==> config.mk <==
export PLATFORM = sky130hd
export DESIGN_NAME = prog_sequencer
export DESIGN_NICKNAME = d
export VERILOG_FILES = /design/src/rtl/prog_sequencer.sv
export SDC_FILE = /design/constraint.sdc
export NUM_CORES = 1
export LEC_CHECK = 0
export BUFFER_PORTS_ARGS = -buffer_cell sky130_fd_sc_hd__clkbuf_2
export CORE_AREA = 2 2 71 73
export CTS_CLUSTER_DIAMETER = 120
export CTS_CLUSTER_SIZE = 20
export DETAILED_ROUTE_END_ITERATION = 16
export DIE_AREA = 0 0 73 75
export PLACE_DENSITY = 0.82
export SKIP_LAST_GASP = 1
export SYNTH_ARGS = -nofsm -noshare
export SYNTH_HDL_FRONTEND = slang
export SYNTH_SLANG_ARGS = --single-unit
==> constraint.sdc <==
create_clock -name clk -period 2.39 [get_ports clk]
set_input_delay 0 -clock clk [delete_from_list [all_inputs] [get_ports clk]]
set_output_delay 0 -clock clk [all_outputs]
set_load 0.03 [all_outputs]
==> src/rtl/prog_sequencer.sv <==
// Program sequencer: IDLE/RUN/HALTED controller that produces the fetch
// address, resolves conditional absolute/relative branches and keeps a
// RUN-cycle counter.
// Optional feature macro: PROG_SEQUENCER_CALL_STACK_EN enables the return
// stack (call/ret handling and stack_err). Without it, call and ret behave
// as plain sequential advance and stack_err is constant 0.
module prog_sequencer #(
  parameter int D = 12,
  parameter int IW = 9,
  parameter int SD = 4,
  parameter logic [IW-1:0] HALT_CODE = 9'b101111111
) (
  input  logic          clk,
  input  logic          reset,
  input  logic          start,
  input  logic          stall,
  input  logic [IW-1:0] instr,
  input  logic          br_abs,
  input  logic          br_rel,
  input  logic          br_invert,
  input  logic          br_flag_sel,
  input  logic          flag_ngtv,
  input  logic          flag_zero,
  input  logic          call,
  input  logic          ret,
  input  logic [D-1:0]  target,
  output logic [D-1:0]  prog_ctr,
  output logic          running,
  output logic          done,
  output logic          stack_err,
  output logic [15:0]   cycle_count
);

  typedef enum logic [1:0] {
    IDLE   = 2'd0,
    RUN    = 2'd1,
    HALTED = 2'd2
  } state_t;

  state_t        state_q, state_d;
  logic [D-1:0]  pc_q, pc_d;
  logic [15:0]   cnt_q, cnt_d;
  logic          running_q;
  logic          done_q;
  logic [D-1:0]  pc_inc;
  logic          br_taken;

  assign pc_inc   = pc_q + D'(1);
  // The selected flag, optionally inverted, decides any branch this cycle.
  assign br_taken = (br_flag_sel ? flag_zero : flag_ngtv) ^ br_invert;

`ifdef PROG_SEQUENCER_CALL_STACK_EN
  // Stack pointer counts held entries, so it needs to represent 0..SD.
  localparam int SPW = $clog2(SD + 1);
  localparam int SAW = (SD > 1) ? $clog2(SD) : 1;
  localparam logic [SPW-1:0] SP_FULL = SPW'(SD);
  localparam logic [SAW-1:0] ONE_IDX = SAW'(1);

  logic [D-1:0]   stack_mem [SD];
  logic [SPW-1:0] sp_q, sp_d;
  logic           err_q, err_d;
  logic           push_en;
  logic [SAW-1:0] push_idx;
  logic [SAW-1:0] pop_idx;

  // Push goes to the slot at the current depth; pop reads the slot below it.
  assign push_idx = SAW'(sp_q);
  assign pop_idx  = SAW'(sp_q) - ONE_IDX;
`endif

  // Next-state selection: everything holds by default, and a stalled cycle
  // never leaves the defaults.
  always_comb begin
    state_d = state_q;
    pc_d    = pc_q;
    cnt_d   = cnt_q;
`ifdef PROG_SEQUENCER_CALL_STACK_EN
    sp_d    = sp_q;
    err_d   = err_q;
    push_en = 1'b0;
`endif
    if (!stall) begin
      unique case (state_q)
        IDLE, HALTED: begin
          // Branch/call/ret are ignored here; only start does anything.
          if (start) begin
            state_d = RUN;
            pc_d    = '0;
            cnt_d   = '0;
`ifdef PROG_SEQUENCER_CALL_STACK_EN
            sp_d    = '0;
            err_d   = 1'b0;
`endif
          end
        end
        RUN: begin
          // The halting cycle and stack-fault cycles still count.
          if (cnt_q != 16'hFFFF) begin
            cnt_d = cnt_q + 16'd1;
          end
          if (instr == HALT_CODE) begin
            state_d = HALTED;
          end
`ifdef PROG_SEQUENCER_CALL_STACK_EN
          else if (ret) begin
            // ret beats call; a simultaneous call is simply dropped.
            if (sp_q == '0) begin
              err_d   = 1'b1;
              state_d = HALTED;
            end else begin
              pc_d = stack_mem[pop_idx];
              sp_d = sp_q - SPW'(1);
            end
          end else if (call) begin
            if (sp_q == SP_FULL) begin
              err_d   = 1'b1;
              state_d = HALTED;
            end else begin
              push_en = 1'b1;
              sp_d    = sp_q + SPW'(1);
              pc_d    = target;
            end
          end
`endif
          else if (br_abs && br_taken) begin
            pc_d = target;
          end else if (br_rel && br_taken) begin
            pc_d = pc_q + target;
          end else begin
            pc_d = pc_inc;
          end
        end
        default: begin
          state_d = IDLE;
        end
      endcase
    end
  end

  // State and output registers; status flags are decoded from the next state
  // so they line up with prog_ctr on the same edge.
  always_ff @(posedge clk) begin
    if (reset) begin
      state_q   <= IDLE;
      pc_q      <= '0;
      cnt_q     <= '0;
      running_q <= 1'b0;
      done_q    <= 1'b0;
    end else begin
      state_q   <= state_d;
      pc_q      <= pc_d;
      cnt_q     <= cnt_d;
      running_q <= (state_d == RUN);
      done_q    <= (state_d == HALTED);
    end
  end

`ifdef PROG_SEQUENCER_CALL_STACK_EN
  // Stack pointer and sticky error flag.
  always_ff @(posedge clk) begin
    if (reset) begin
      sp_q  <= '0;
      err_q <= 1'b0;
    end else begin
      sp_q  <= sp_d;
      err_q <= err_d;
    end
  end

  // Return-address storage; contents beyond the pointer are don't-care, so
  // the array needs no reset.
  always_ff @(posedge clk) begin
    if (push_en) begin
      stack_mem[push_idx] <= pc_inc;
    end
  end

  assign stack_err = err_q;
`else
  logic unused_call_ret;
  assign unused_call_ret = call ^ ret;
  assign stack_err       = 1'b0;
`endif

  assign prog_ctr    = pc_q;
  assign running     = running_q;
  assign done        = done_q;
  assign cycle_count = cnt_q;

endmodule

==> results of run 1 <==
[cells by family (layout without fill, tap and decap cells)]
kind of cell	count (synthesis)	count (layout)	synth area share
AND/OR/NAND/NOR	114	114	0.2713
AO/OA/AOI/OAI	59	59	0.1975
flip-flops	32	32	0.3046
XOR/XNOR	19	19	0.07912
buffers and inverters	19	89	0.04046
adder cells (fa/ha/maj)	13	13	0.08090
multiplexers	5	5	0.02439
other	1	1	0.001783
[per-layer routing]
layer  part of all wire  vias up
met5                  0        -
met4              0.018        0
met3              0.082       11
met2               0.45       94
met1               0.45      993
li1                   -     1088
[cell usage after synthesis, drive strengths merged, types with 5 or more instances]
cell type	count	area share
nor2	33	0.059
dfxtp	32	0.30
nand2	24	0.043
nand3	13	0.031
a21oi	12	0.029
and3	12	0.036
ha	12	0.071
xor2	10	0.042
xnor2	9	0.037
inv	8	0.014
o21ai	8	0.019
a211oi	7	0.031
clkbuf	7	0.012
a22oi	6	0.021
nor3	6	0.014
nand4	5	0.015
[worst max-delay path, stage by stage]
cell and delay [ns]:
sky130_fd_sc_hd__clkbuf_2 0.09, sky130_fd_sc_hd__mux2i_1 0.20, sky130_fd_sc_hd__xnor2_1 0.18, sky130_fd_sc_hd__and2_1 0.19
sky130_fd_sc_hd__nand2b_1 0.06, sky130_fd_sc_hd__ha_1 0.22, sky130_fd_sc_hd__inv_1 0.08, sky130_fd_sc_hd__fa_1 0.21
sky130_fd_sc_hd__nor2b_1 0.08, sky130_fd_sc_hd__o31a_1 0.27, sky130_fd_sc_hd__or2_2 0.29, sky130_fd_sc_hd__a211o_1 0.29
sky130_fd_sc_hd__nand4_1 0.09, sky130_fd_sc_hd__nand2_1 0.06
[flip-flops by register name, indices dropped and copies added, names as in the netlist]
register	flops
prog_ctr	12
state_q	2
cycle_count	16
running	1
done	1
[path summary, 6_finish.rpt]
path | start | end | slack (ns)
worst max-delay path | br_flag_sel | prog_ctr[6] | 0.26
worst min-delay path | target[4] | prog_ctr[4] | 0.02
worst max register to register | prog_ctr[0] | prog_ctr[8] | 0.34
worst min register to register | prog_ctr[6] | prog_ctr[6] | 0.50
[where the power goes]
part / switching [mW] / internal, mW
Combinational: 0.129 / 0.0982
Sequential: 0.00892 / 0.542
Clock: 0.211 / 0.309
[per-stage QoR]
stage | utilization | total power [mW]
2_1_floorplan | - | 0.7028
3_3_place_gp | 0.5372 | 0.7773
3_5_place_dp | 0.5372 | 0.7836
4_1_cts | 0.5667 | 1.300
5_1_grt | 0.5681 | 1.355
6_report | 0.5681 | 1.299
[what timing repair did]
item / in CTS / in global routing
hold buffers: 3 / 0
endpoints found under the hold margin: 3 / 0
endpoints found under the setup margin: 0 / 1
gates resized for setup: 0 / 2
[final cells by class]
cell class / instances / area, sq um / share of cell area
flip-flops and latches: 32 / 640.6 / 0.2420
repair buffers: 73 / 417.9 / 0.1578
well taps: 54 / 67.56 / 0.02552
clock inverters: 2 / 35.03 / 0.01323
clock buffers: 6 / 72.57 / 0.02741
multi-input cells: 211 / 1384 / 0.5227
inverters: 8 / 30.03 / 0.01134
==> out/metrics.yaml, run 1 <==
run_status: "completed"
max_slew.worst_pin.slew_ns: 0.7867
synthesis.nets: 308
dieHeight_microns: 75
layout-area-overhead-vs-synth_pct: 25.88
synth_edf_count: 0
antenna_found_initial: 0
grt_pass1_vias: 1983
crit_path_time_final_ns: 2.131
min_path_cells: 3
ir_drop_mv: 0.2681
synthArstFlopShare: 0
met1_usage_in_global_routing: 0.2789
final_design_area_no_fill_sq_mm: 0.002648
r2r.worst_path.cells: 9
syn_avg_cell_area_sq_um: 8.028
worst-path-max-fanout: 3
clock-sinks: 32
hold_violations: 0
detailedPlacementHpwl_microns: 4024
floorplan.die.width_microns: 73
worst_setup_skew_after_layout_ns: 0.007575
grt_use_total: 0.2064
post_route_cells_drive_above_1_share: 0.2530
wl_per_cell_microns: 14.05
ys_ff_latch: 32
io_buffer_count: 60
grt_first_pass_wirelength_microns: 8949
finalNonFillerCells: 386
final.period_utilization: 0.8918
design.portCount: 64
relSlewSlack: 0.4707
arrival_ns: 2.31
num_antenna_cells: 0
via_per_inst: 5.663
grt_remaining_overflow: 0
seq_area_frac_synth: 0.3046
post_synth_num_cell_types: 51
layout.cells.most_common_list: "60 x sky130_fd_sc_hd__clkbuf_2, 33 x sky130_fd_sc_hd__nor2_1, 32 x sky130_fd_sc_hd__dfxtp_1"
final-max-slew-violation-count: 0
synthCells: 262
power.density_mw_per_mm2: 490.6
met2_usage: 0.3323
max_clock_freq_mhz: 469.2
worstHoldPathType: "in2reg"
cp-end-kind: "flop"
cts_made_buffers: 5
core_region_area_sq_mm: 0.004661
timing.critical_path.required_ns: 2.57
totalNegativeSetupSlack_ns: 0
via_count: 2186
fill_cells: 436
cap_violations: 0
max-clock-path-buffers: 2
dpl.cell_count: 375
1st_iter_drt_viols: 160
detailed_place.area_sq_mm: 0.002504
detailedRoute.firstPassIterationCount: 4
gr_util_met3: 0.03481
post_cts.repair.setup_buffers: 0
final-setup-viol-count: 0
start_util: 0.4513
grt_max_degree: 18
worstSetupPathType: "in2reg"
post-route-worst-setup-slack_ns: 0.2587
syn-cell-area_sq_mm: 0.002103
final_net_count: 377
mostFrequentLayoutCell: "sky130_fd_sc_hd__clkbuf_2"
htree_num_levels: 2
post-place-ws_ns: -0.05819
setup_repair_after_global_routing_missed_its_margin: "no"
routed_wirelength_microns: 5423
holdWs_ns: 0.01533
yosys_most_used_dff: "sky130_fd_sc_hd__dfxtp_1"
synth.yosys.warnings: 0
rows: 25
drcViolationCount: 0
cp-start-kind: "primary input"
clockRootBuffer: "sky130_fd_sc_hd__clkbuf_8"
clkLatencyLatePin_ns: 0.28
gr-max-usage-layer: "met2"
tritoncts: "built"
dieArea_sq_mm: 0.005475
antenna_violating_nets_post_route: 0
globalplace.congestion: 0.8825
clkSlewWorstSetupHoldPaths_ns: 0.07
leakagePower_nw: 1.178
Power figures use the tool's default switching activity.
==> run 2: changes to the inputs <==
==> constraint.sdc (replaced) <==
create_clock -name clk -period 2.39 [get_ports clk]
set_input_delay 0.478 -clock clk [delete_from_list [all_inputs] [get_ports clk]]
set_output_delay 0.478 -clock clk [all_outputs]
set_load 0.03 [all_outputs]
==> run 2 against run 1 <==
  * The run now ends with negative setup slack left
  * Via count is 7.7% higher
  * Combinational power is 30% higher
  * Total power rose by 5.9%
  * Clock power rose by 1%
  * Critical path type unchanged
  * Routed wire length grew 18%
  * Global-route usage increased by 1.1 points
  * Critical endpoint unchanged
  * Register-to-register slack worse by 0.04 ns
  * Sequential power about the same
  * Highest routed layer unchanged
  * Sequential cell count unchanged
  * Count of clock-buffer cells in the layout unchanged
==> out/metrics.yaml, run 2 (same netlist as run 1, synthesis figures left out) <==
run_status: "finished with violations"
failed_checks: "negative setup slack"
clockRootBuffer: "sky130_fd_sc_hd__clkbuf_8"
core_region_area_sq_mm: 0.004661  # unchanged
antenna_found_initial: 0  # unchanged
layout.cells.most_common_list: "59 x sky130_fd_sc_hd__clkbuf_2, 32 x sky130_fd_sc_hd__dfxtp_1, 31 x sky130_fd_sc_hd__nor2_1"
max_ffs_per_register: 16  # unchanged
post-route-worst-setup-slack_ns: -0.2100  # -0.4687 ns
holdWs_ns: 0.4620  # +0.4467 ns
final-setup-viol-count: 6  # +6
worstSetupPathType: "in2reg"
grt_remaining_overflow: 0  # unchanged
cp-end-kind: "flop"
cp-start-kind: "primary input"
grt_first_pass_wirelength_microns: 9301  # +3.9%
layout-area-overhead-vs-synth_pct: 45.63
power.density_mw_per_mm2: 449.1  # -8.5%
detailedPlacementHpwl_microns: 4264  # +6.0%
max_slew.worst_pin.slew_ns: 0.6551  # -0.1316 ns
detailed_place.area_sq_mm: 0.002654  # +6.0%
1st_iter_drt_viols: 196  # +23%
clkSlewWorstSetupHoldPaths_ns: 0.07  # about the same
io_buffer_count: 60  # unchanged
drcViolationCount: 0  # unchanged
timing.critical_path.required_ns: 2.57  # about the same
hold_violations: 0  # unchanged
via_count: 2355  # +7.7%
clkLatencyLatePin_ns: 0.29  # about the same
floorplan.die.width_microns: 73  # unchanged
detailedRoute.firstPassIterationCount: 4  # unchanged
clock-sinks: 32  # unchanged
worstHoldPathType: "in2reg"
relSlewSlack: 0.5597  # +0.08895
max_clock_freq_mhz: 384.6  # -18%
final_net_count: 397  # +5.3%
mostFrequentLayoutCell: "sky130_fd_sc_hd__clkbuf_2"
leakagePower_nw: 1.280  # +8.6%
finalNonFillerCells: 406  # +5.2%
standard_cell_with_the_maximum_stage_delay_on_the_critical_path: "sky130_fd_sc_hd__o31a_1"
htree_num_levels: 2  # unchanged
design.portCount: 64  # unchanged
crit_chain: "buf_6, mux2i_1, xnor2_1, and2_4, nand2b_4, ha_4, inv_2, fa_2, nor2b_4, o31a_1, or2_4, a211o_1, nand4_1, nand2_1"
setup_repair_after_global_routing_missed_its_margin: "yes"
ir_drop_mv: 0.2026  # -24%
grt_max_degree: 18  # unchanged
finalCoreUtilization: 0.6572  # +0.08913
dpl.cell_count: 389  # +3.7%
rows: 25  # unchanged
worst-path-max-fanout: 3  # unchanged
antenna_violating_nets_post_route: 0  # unchanged
cts_hold_buf: 0  # -3
post_route_cells_drive_above_1_share: 0.4006  # +0.1476
start_util: 0.4513  # unchanged
cts_made_buffers: 5  # unchanged
worst_setup_skew_after_layout_ns: 0.007949  # +0.0003739 ns
wl_per_cell_microns: 15.70  # +12%
grt_use_total: 0.2176  # +0.01126
tritoncts: "built"
final_design_area_no_fill_sq_mm: 0.003063  # +16%
fill_cells: 352  # -19%
routed_wirelength_microns: 6376  # +18%
cap_violations: 0  # unchanged
via_per_inst: 5.800  # +2.4%
dieArea_sq_mm: 0.005475  # unchanged
peak_per_stage_delay_on_the_critical_path_ns: 0.32  # +0.03 ns
final-max-slew-violation-count: 0  # unchanged
num_antenna_cells: 0  # unchanged
max-clock-path-buffers: 2  # unchanged
globalplace.congestion: 0.9008  # +2.1%
arrival_ns: 2.78  # +0.47 ns
grt_pass1_vias: 2058  # +3.8%
dieHeight_microns: 75  # unchanged
design_power_total_mw: 1.376  # +5.9%
crit_path_time_final_ns: 2.600  # +0.4687 ns
final.period_utilization: 1.088  # +0.1961
run 2: changes by cell type in the layout (fill, tap and decap cells not counted), moves of 3 or more:
| cell | previous run | this run |
|---|---|---|
| sky130_fd_sc_hd__buf_4 | 9 | 29 |
| sky130_fd_sc_hd__ha_1 | 12 | 4 |
| sky130_fd_sc_hd__ha_4 | 0 | 8 |
| sky130_fd_sc_hd__and3_1 | 12 | 7 |
| sky130_fd_sc_hd__and3_4 | 0 | 5 |
| sky130_fd_sc_hd__buf_6 | 0 | 5 |
| sky130_fd_sc_hd__dlygate4sd3_1 | 3 | 0 |
| sky130_fd_sc_hd__nand2_1 | 24 | 21 |
| sky130_fd_sc_hd__o21ai_0 | 8 | 5 |
run 2: worst max-delay path: cells and delay by family:
kind            cells  cell delay [ns]
mux                 1             0.11
fa+ha+maj           2             0.39
simple gates        6             0.77
compound gates      2             0.58
xor+xnor            1             0.27
buf+inv             2             0.15
run 2: final timing paths:
path / startpoint / end / slack [ns] / cells past startpoint
setup / recovery: br_flag_sel / prog_ctr[6] / -0.21 / 14
hold / removal: target[8] / prog_ctr[8] / 0.46 / 3
setup reg to reg: prog_ctr[0] / prog_ctr[8] / 0.30 / 9
hold reg to reg: prog_ctr[3] / prog_ctr[3] / 0.50 / 2
run 2: power breakdown:
group	total, mW	leakage, nW	internal (mW)	switching, mW
Clock	0.527	0.0552	0.309	0.217
Sequential	0.552	0.259	0.542	0.0102
Combinational	0.296	0.966	0.138	0.158
Total	1.38	1.28	0.990	0.386
run 2: cell type report:
type | instances | area (sq um) | share of cell area
repair buffers | 93 | 569.3 | 0.1859
inverters | 8 | 32.53 | 0.01062
clock inverters | 2 | 35.03 | 0.01144
multi-input cells | 211 | 1645 | 0.5372
clock buffers | 6 | 72.57 | 0.02369
flip-flops and latches | 32 | 640.6 | 0.2092
well taps | 54 | 67.56 | 0.02206
run 2: layer usage:
metal	wire length [microns]	track usage	vias to the layer above
met3	387	0.04819	15
met1	2764	0.2838	1125
met5	0	0	-
met4	169	0.05556	0
met2	3054	0.3664	92
li1	-	-	1123
run 2: stage by stage:
stage	TNS [ns]	setup slack, ns
2_1_floorplan	-0.9222	-0.2465
3_3_place_gp	-2.155	-0.4244
3_5_place_dp	-2.921	-0.5293
4_1_cts	-0.4250	-0.1211
5_1_grt	-1.272	-0.2508
6_report	-0.6700	-0.2100
run 2: timing repair:
action / in CTS / in global routing
pin swaps: 15 / 21
setup endpoints to repair: 5 / 8
buffers inserted: 5 / 4
resized for setup: 8 / 37
==> run 3: changes to the inputs <==
--- a/config.mk
+++ b/config.mk
@@ -6,11 +6,13 @@
 export NUM_CORES = 1
 export LEC_CHECK = 0
 export BUFFER_PORTS_ARGS = -buffer_cell sky130_fd_sc_hd__clkbuf_2
-export CORE_AREA = 2 2 71 73
+export CELL_PAD_IN_SITES_DETAIL_PLACEMENT = 0
+export CELL_PAD_IN_SITES_GLOBAL_PLACEMENT = 1
+export CORE_AREA = 2 2 83 85
 export CTS_CLUSTER_DIAMETER = 120
 export CTS_CLUSTER_SIZE = 20
 export DETAILED_ROUTE_END_ITERATION = 16
-export DIE_AREA = 0 0 73 75
+export DIE_AREA = 0 0 85 87
 export PLACE_DENSITY = 0.82
 export SKIP_LAST_GASP = 1
 export SYNTH_ARGS = -nofsm -noshare
==> run 3 against run 2 <==
  * Register-to-register slack better by 0.14 ns
  * Largest cell class unchanged
  * The run still ends with negative setup slack left
  * Sequential share of layout area is 0.31 points higher
  * Via count is 6.6% lower
==> out/metrics.yaml, run 3 (same netlist as run 1, synthesis figures left out) <==
run_status: "finished with violations"
failed_checks: "negative setup slack"
max_slew.worst_pin.slew_ns: 0.6065  # -0.04853 ns
mostFrequentLayoutCell: "sky130_fd_sc_hd__clkbuf_2"
final-max-slew-violation-count: 0  # unchanged
antenna_found_initial: 0  # unchanged
wl_per_cell_microns: 13.56  # -14%
tritoncts: "built"
worstHoldPathType: "in2reg"
setup_repair_after_global_routing_missed_its_margin: "yes"
via_per_inst: 5.138  # -11%
grt_max_degree: 17  # -1
design.portCount: 64  # unchanged
routed_wirelength_microns: 5802  # -9.0%
relSlewSlack: 0.5923  # +0.03262
detailed_place.area_sq_mm: 0.002686  # +1.2%
max-clock-path-buffers: 2  # unchanged
clkLatencyLatePin_ns: 0.28  # about the same
globalplace.congestion: 0.8308  # -7.8%
min_path_cells: 3  # unchanged
crit_path_time_final_ns: 2.439  # -0.1606 ns
timing.critical_path.required_ns: 2.56  # about the same
via_count: 2199  # -6.6%
clkSlewWorstSetupHoldPaths_ns: 0.07  # about the same
final_design_area_no_fill_sq_mm: 0.003018  # -1.5%
1st_iter_drt_viols: 83  # -58%
floorplan.die.width_microns: 85  # +16%
layout-area-overhead-vs-synth_pct: 43.49
grt_pass1_vias: 2016  # -2.0%
cts_hold_buf: 0  # unchanged
post-route-worst-setup-slack_ns: -0.04933  # +0.1606 ns
max_clock_freq_mhz: 409.9  # +6.6%
worst_setup_skew_after_layout_ns: 0.006548  # -0.001401 ns
grt_remaining_overflow: 0  # unchanged
max_ffs_per_register: 16  # unchanged
io_buffer_count: 60  # unchanged
post-place-ws_ns: -0.5068  # +0.02248 ns
start_util: 0.3202  # -0.1311
clock-sinks: 32  # unchanged
r2r_slack_ns: 0.44  # +0.14 ns
detailedPlacementHpwl_microns: 4217  # -1.1%
ir_drop_mv: 0.2158  # +6.5%
num_antenna_cells: 0  # unchanged
arrival_ns: 2.61  # -0.17 ns
r2r.worst_path.cells: 9  # unchanged
antenna_violating_nets_post_route: 0  # unchanged
rows: 30  # +20%
hold_violations: 0  # unchanged
cp-end-kind: "flop"
detailedRoute.firstPassIterationCount: 4  # unchanged
cap_violations: 0  # unchanged
dieHeight_microns: 87  # +16%
htree_num_levels: 2  # unchanged
cts_made_buffers: 5  # unchanged
post_route_cells_drive_above_1_share: 0.3851  # -0.01551
worst-path-max-fanout: 8  # +5
final-setup-viol-count: 5  # -1
cp-start-kind: "primary input"
power.density_mw_per_mm2: 415.3  # -7.5%
final.period_utilization: 1.021  # -0.06722
core_region_area_sq_mm: 0.006569  # +41%
worstSetupPathType: "in2reg"
grt_first_pass_wirelength_microns: 9025  # -3.0%
leakagePower_nw: 1.260  # -1.5%
clockRootBuffer: "sky130_fd_sc_hd__clkbuf_8"
fill_cells: 637  # +81%
dieArea_sq_mm: 0.007395  # +35%
drcViolationCount: 0  # unchanged
layout.cells.most_common_list: "59 x sky130_fd_sc_hd__clkbuf_2, 33 x sky130_fd_sc_hd__nor2_1, 32 x sky130_fd_sc_hd__dfxtp_1"
final_net_count: 393  # -1.0%
grt_use_total: 0.1495  # -0.06809
run 3: cell count changes in the layout (fill, tap and decap cells not counted), sizes merged:
| cell | delta |
|---|---|
| bufinv | -1 |
| clkbuf | -1 |
| buf | -4 |
| clkinv | +2 |
run 3: through the flow:
stage                     power [mW]  TNS (ns)  hold WS (ns)  instances    util
after floorplan               0.7115   -0.9222        0.4653        262       -
final                          1.253   -0.1515        0.4369        428  0.4594
after detailed placement      0.7950    -2.948        0.4868        415  0.4090
after CTS                      1.243   -0.2061        0.4297        427  0.4381
after global placement        0.7927    -2.672        0.4734        415  0.4090
after global routing           1.321   -0.7325        0.4420        428  0.4594
run 3: final cells by class:
type | count | area, sq um | share of cell area
inverter | 8 | 30.03 | 0.009950
clock buffer | 5 | 68.82 | 0.02280
sequential | 32 | 640.6 | 0.2123
multi-input combinational | 211 | 1619 | 0.5365
clock inverter | 3 | 18.77 | 0.006219
timing repair buffer | 89 | 540.5 | 0.1791
tap | 80 | 100.1 | 0.03317
run 3: layer usage:
layer,global-route usage,part of all wire
met4,0.03463,0.0083
met3,0.02938,0.052
met1,0.2023,0.48
met5,0,0
met2,0.2464,0.46
run 3: repair_timing:
action / in CTS / in global routing
endpoints found under the setup margin: 5 / 8
pin swaps: 14 / 17
gates resized for setup: 11 / 23
gates cloned: 0 / 0
buffers inserted: 4 / 1
run 3: final timing paths:
check | from | endpoint
min | target[5] | prog_ctr[5]
min reg2reg | prog_ctr[5] | prog_ctr[5]
max | br_flag_sel | prog_ctr[11]
max reg2reg | prog_ctr[0] | prog_ctr[8]
run 3: power by group:
group	switching, mW	internal, mW
Sequential	0.0103	0.542
Combinational	0.148	0.130
Clock	0.220	0.203
run 3: worst max-delay path, cell delays in order:
cell                      delay, ns
sky130_fd_sc_hd__buf_6         0.10
sky130_fd_sc_hd__mux2i_4       0.18
sky130_fd_sc_hd__xnor2_2       0.15
sky130_fd_sc_hd__buf_4         0.18
sky130_fd_sc_hd__buf_12        0.13
sky130_fd_sc_hd__and3_4        0.18
sky130_fd_sc_hd__ha_4          0.27
sky130_fd_sc_hd__nand3_4       0.09
sky130_fd_sc_hd__nor4_4        0.27
sky130_fd_sc_hd__nor2_1        0.10
sky130_fd_sc_hd__a31oi_1       0.24
sky130_fd_sc_hd__xnor2_1       0.15
sky130_fd_sc_hd__o22ai_1       0.09
